### src/rtl/bypass_source_pipe.sv
// ID/EX -> EX/MEM -> MEM/WB register chain with load-use stall detection,
// bubble insertion on stall/flush, and a saturating stall-cycle counter.
module bypass_source_pipe (
  input  logic        clk_i,
  input  logic        rst_i,
  input  logic [4:0]  ID_Rs1_i,
  input  logic [4:0]  ID_Rs2_i,
  input  logic [4:0]  ID_Rd_i,
  input  logic        ID_RegWrite_i,
  input  logic        ID_MemRead_i,
  input  logic        Flush_i,
  input  logic [31:0] EX_ALUResult_i,
  input  logic [31:0] MEM_ReadData_i,
  output logic [4:0]  ID_EX_Rs1_o,
  output logic [4:0]  ID_EX_Rs2_o,
  output logic [4:0]  ID_EX_Rd_o,
  output logic        ID_EX_RegWrite_o,
  output logic        ID_EX_MemRead_o,
  output logic [4:0]  EX_MEM_Rd_o,
  output logic        EX_MEM_RegWrite_o,
  output logic        EX_MEM_MemRead_o,
  output logic [31:0] EX_MEM_ALUResult_o,
  output logic [4:0]  MEM_WB_Rd_o,
  output logic        MEM_WB_RegWrite_o,
  output logic [31:0] MEM_WB_Data_o,
  output logic        Stall_o,
  output logic [15:0] StallCount_o
);

  logic bubble;

  // A load writing x0 never produces a value worth waiting for.
  assign Stall_o = ID_EX_MemRead_o && (ID_EX_Rd_o != 5'd0) &&
                   ((ID_EX_Rd_o == ID_Rs1_i) || (ID_EX_Rd_o == ID_Rs2_i));
  assign bubble  = Stall_o | Flush_i;

  always_ff @(posedge clk_i) begin
    if (!rst_i) begin
      ID_EX_Rs1_o        <= '0;
      ID_EX_Rs2_o        <= '0;
      ID_EX_Rd_o         <= '0;
      ID_EX_RegWrite_o   <= 1'b0;
      ID_EX_MemRead_o    <= 1'b0;
      EX_MEM_Rd_o        <= '0;
      EX_MEM_RegWrite_o  <= 1'b0;
      EX_MEM_MemRead_o   <= 1'b0;
      EX_MEM_ALUResult_o <= '0;
      MEM_WB_Rd_o        <= '0;
      MEM_WB_RegWrite_o  <= 1'b0;
      MEM_WB_Data_o      <= '0;
      StallCount_o       <= '0;
    end else begin
      if (bubble) begin
        ID_EX_Rs1_o      <= '0;
        ID_EX_Rs2_o      <= '0;
        ID_EX_Rd_o       <= '0;
        ID_EX_RegWrite_o <= 1'b0;
        ID_EX_MemRead_o  <= 1'b0;
      end else begin
        ID_EX_Rs1_o      <= ID_Rs1_i;
        ID_EX_Rs2_o      <= ID_Rs2_i;
        ID_EX_Rd_o       <= ID_Rd_i;
        ID_EX_RegWrite_o <= ID_RegWrite_i;
        ID_EX_MemRead_o  <= ID_MemRead_i;
      end
      EX_MEM_Rd_o        <= ID_EX_Rd_o;
      EX_MEM_RegWrite_o  <= ID_EX_RegWrite_o;
      EX_MEM_MemRead_o   <= ID_EX_MemRead_o;
      EX_MEM_ALUResult_o <= EX_ALUResult_i;
      MEM_WB_Rd_o        <= EX_MEM_Rd_o;
      MEM_WB_RegWrite_o  <= EX_MEM_RegWrite_o;
      MEM_WB_Data_o      <= EX_MEM_MemRead_o ? MEM_ReadData_i : EX_MEM_ALUResult_o;
      if (Stall_o && (StallCount_o != 16'hFFFF))
        StallCount_o <= StallCount_o + 16'd1;
    end
  end

endmodule

### config.mk
export PLATFORM = sky130hd
export DESIGN_NAME = bypass_source_pipe
export DESIGN_NICKNAME = d
export VERILOG_FILES = /design/src/rtl/bypass_source_pipe.sv
export SDC_FILE = /design/constraint.sdc
export NUM_CORES = 1
export LEC_CHECK = 0
export CORE_ASPECT_RATIO = 0.7
export CORE_UTILIZATION = 39
export DETAILED_ROUTE_END_ITERATION = 7
export PLACE_DENSITY = 0.79
export SYNTH_ARGS = -nofsm -noshare
export SYNTH_HDL_FRONTEND = slang
export SYNTH_SLANG_ARGS = --single-unit
### constraint.sdc
create_clock -name clk_i -period 2.3 [get_ports clk_i]
set_clock_uncertainty 0.05 [all_clocks]
set_input_delay 0.46 -clock clk_i [delete_from_list [all_inputs] [get_ports clk_i]]
set_output_delay 0.46 -clock clk_i [all_outputs]
set_load 0.005 [all_outputs]
==> run metrics <==
maximum capacitance violations=0; post-synthesis to final-layout area growth=65.45%; number of instances in the synthesized netlist=356; Die Area=about 10,000 um2; flops & latches, synth=110; Port Buffer Count=194; post-synthesis sequential area ratio=0.5859; fraction of the core area covered by cells at the end of the flow=0.6747; Levels on crit path=7; arrival time of the worst setup path=approximately 2400 ps; worst vdd ir=between 0.4 and 0.5 mV; post-route worst setup slack=just under 90 ps; area used by multi-input combinational logic=about 1500 um2; launch point of the worst reg-to-reg path=ID_EX_Rd_o[3]; Worst Setup SP=ID_Rs2_i[4]; kind of end point of the critical path=flip-flop; Vias=approximately 3,300; number of flops mapped to enable cells by yosys=0; overall global routing resource usage=0.2009; CP top delay family=simple AND/OR/NAND/NOR gates; Critical Path Slowest Stage Cell=or4_2; ANT nets after route=0; CP max FO=28; endpoint of the most critical register-to-register path=StallCount_o[15]; final critical-path share of the clock period=0.9617; most instantiated library cell after synthesis=dfxtp_1; leading post-synthesis cells by cell area=dfxtp_1 (59%), and2_1 (10%), mux2i_1 (9.6%), nor2_1 (3.6%), xor2_1 (2.3%); NetSw=between 0.8 and 0.9 mW; endpoints failing setup=0; area occupied by registers=about 2200 um2; Bufs and invs on worst path=2; peak clock frequency supported by timing=452.1 MHz; post-synthesis net count=approximately 440; drt wl/cell=between 10 and 15 um; Rel. slew slack=0.6027; antenna violations before repair=0; YS warnings=0; largest buffer count on any clock path=2; dpl hpwl=between 7000 and 8000 um; clock buffers created by TritonCTS=9; GR Overflow Total=0; share of layout cells above drive strength 1=0.06452; count of unique library cells instantiated by Yosys=32; Die Width=about 120 um; Net Sw Frac=0.2057; clock latency of the later-clocked register in the worst-skew pair=around 340 ps; number of global-route vias before repair=between 3,000 and 4,000; core area=just over 9000 um2; result of the run=finished, final reports clean; pin count of the biggest net entering global routing=43; final period demand of the worst path=around 2200 ps; DRC errors left=0; final hold vios=0; top cell type by total area after synthesis=dfxtp_1; overall die height=between 80 and 90 um; transition time of the tightest slew-check pin=a little under 600 ps; H-Tree Depth=3; post-synth top area share=0.5859; number of max-slew violations in the final report=0; number of violations reported at the end of detailed-routing iteration 0=roughly 110; I/O pins=approximately 200; worst min-delay path category=in2reg; total non-filler cell area in the finished layout=slightly above 6000 um2; CP peak stage delay=between 600 and 700 ps; antenna diode count=0; Initial Utilization=0.4078; first-pass GRT wire length=15,680 um; clock share of power=0.396; most used standard cells in the synthesized netlist=dfxtp_1 (110), and2_1 (63), mux2i_1 (36), nor2_1 (36), clkbuf_1 (16); path depth of the worst reg2reg path=6; kind of start point of the critical path=primary input; Placed Area=5877 um2; Power Dens Cells=656.7 nW/um2; worst slack at placement=-260.0 ps; TritonCTS clock tree=built; unrepaired setup endpoints after global routing=no; CP Cell Sequence=clkdlybuf4s50_1 -> xor2_1 -> nor3_2 -> a22oi_2 -> buf_6 -> or4_2 -> a21oi_1; FFs w/ async S/R, synth=0; number of buffers inserted to repair setup after CTS=0; critical path class=in2reg; combinational group share of total power=0.112; synthesized area divided by synthesized cell count=roughly 11 um2; last weighted congestion value of the routability-driven placer=around 0.85; Main synth FF type=dfxtp_1; Internal=about 3.2 mW; router iterations before antenna repair=4; final WL=between 10,000 and 15,000 um; number of sinks on the clock net=110; Filler Cell Count=729; register-to-register setup slack=around 150 ps; Data required, critical path=around 2500 ps; P_leak=2.342 nW; number of vias per cell=roughly 4.8; sequential power share=0.492; Netlist Area Pre-Place=3759 um2; CTS clock-pin slew for the worst setup and hold paths=around 70 ps; number of rows in the core area=29; buffer type at the clock tree root=clkbuf_16; Post-layout nets=~640; endpoint of the worst setup timing path=StallCount_o[2]
power by group through the flow:
stage                     logic (mW)  clock network [mW]  registers [mW]
after floorplan                0.115                   0            2.06
after global placement         0.447                   0            2.05
after detailed placement       0.455                   0            2.05
after CTS                      0.461                1.65            2.01
after global routing           0.492                1.74            2.01
final                          0.458                1.62            2.01
through the flow:
step | TNS, ps | power, mW | hold slack [ps] | cells
final | 0 | 4.084 | 346.7 | 682
after global routing | 0 | 4.246 | 352.9 | 682
after CTS | 0 | 4.123 | 413.9 | 682
after detailed placement | -3692 | 2.507 | 398.0 | 666
after floorplan | 0 | 2.175 | 408.6 | 356
after global placement | -3101 | 2.496 | 389.0 | 666
layer usage:
layer,share of wire,vias to the layer above,wire [um],global-route usage
li1,-,1589,-,-
met3,0.10,15,1044,0.08560
met1,0.40,1514,4100,0.2230
met2,0.48,162,4907,0.3520
met5,0,-,0,0
met4,0.015,0,152,0.05795
how the worst min path moves through the flow:
stage	to	cells after the start	start
floorplan	EX_MEM_RegWrite_o	1	ID_EX_RegWrite_o
detailed placement	MEM_WB_RegWrite_o	1	EX_MEM_RegWrite_o
CTS	MEM_WB_RegWrite_o	1	EX_MEM_RegWrite_o
global route	ID_EX_Rs2_o[0]	2	ID_Rs2_i[0]
finish	ID_EX_Rs2_o[0]	2	ID_Rs2_i[0]
global placement	MEM_WB_Rd_o[0]	1	EX_MEM_Rd_o[0]
layout make-up:
type,instances,area share
flip-flops and latches,110,0.3545
repair buffers,206,0.3290
multi-input cells,223,0.2390
clock buffers,11,0.03742
well taps,124,0.02495
clock inverters,5,0.01328
inverters,3,0.001811
sequential cells by signal (all words and copies together) (netlist names):
name                count
EX_MEM_MemRead_o        1
EX_MEM_Rd_o             5
ID_EX_MemRead_o         1
MEM_WB_Data_o          32
ID_EX_Rs1_o             5
ID_EX_RegWrite_o        1
MEM_WB_RegWrite_o       1
MEM_WB_Rd_o             5
EX_MEM_ALUResult_o     32
ID_EX_Rs2_o             5
ID_EX_Rd_o              5
EX_MEM_RegWrite_o       1
StallCount_o           16
placed cells by master, fill, tap and decap left out, types with 3 or more instances in the layout:
| master | count |
|---|---|
| mux2i_1 | 36 |
| dlymetal6s2s_1 | 3 |
| clkdlybuf4s50_1 | 189 |
| nand3_1 | 3 |
| buf_4 | 10 |
| or4_1 | 9 |
| and2_1 | 63 |
| nand4_1 | 6 |
| a21oi_1 | 10 |
| nor2_1 | 36 |
| clkbuf_16 | 9 |
| xor2_1 | 10 |
| o31ai_1 | 8 |
| nand2b_1 | 5 |
| dfxtp_1 | 108 |
| nand2_1 | 13 |
| o21ai_0 | 3 |
kinds of logic after synthesis:
logic type	count (synthesis)	share of synthesized area
xor gates and xnor gates	10	0.02330
muxes	36	0.09587
adders and majority gates	1	0.003328
and+or+nand+nor	147	0.2174
DFF	110	0.5859
AOI/OAI and AO/OA	29	0.05060
buffers and inverters	23	0.02364
worst reg2reg max path, cell delays in order, from the launching register on:
cell and delay (ps):
dfxtp_1 400, or4_1 150, o21ai_1 90, buf_4 180, or4b_4 590, or4_1 480, a21oi_1 150
what timing repair did:
item	4_1_cts	5_1_grt
setup endpoints to repair	1	3
resized for setup	3	9
pin swaps	2	6
hold buffers	0	0
No activity file was read; power rests on OpenSTA's default activity.
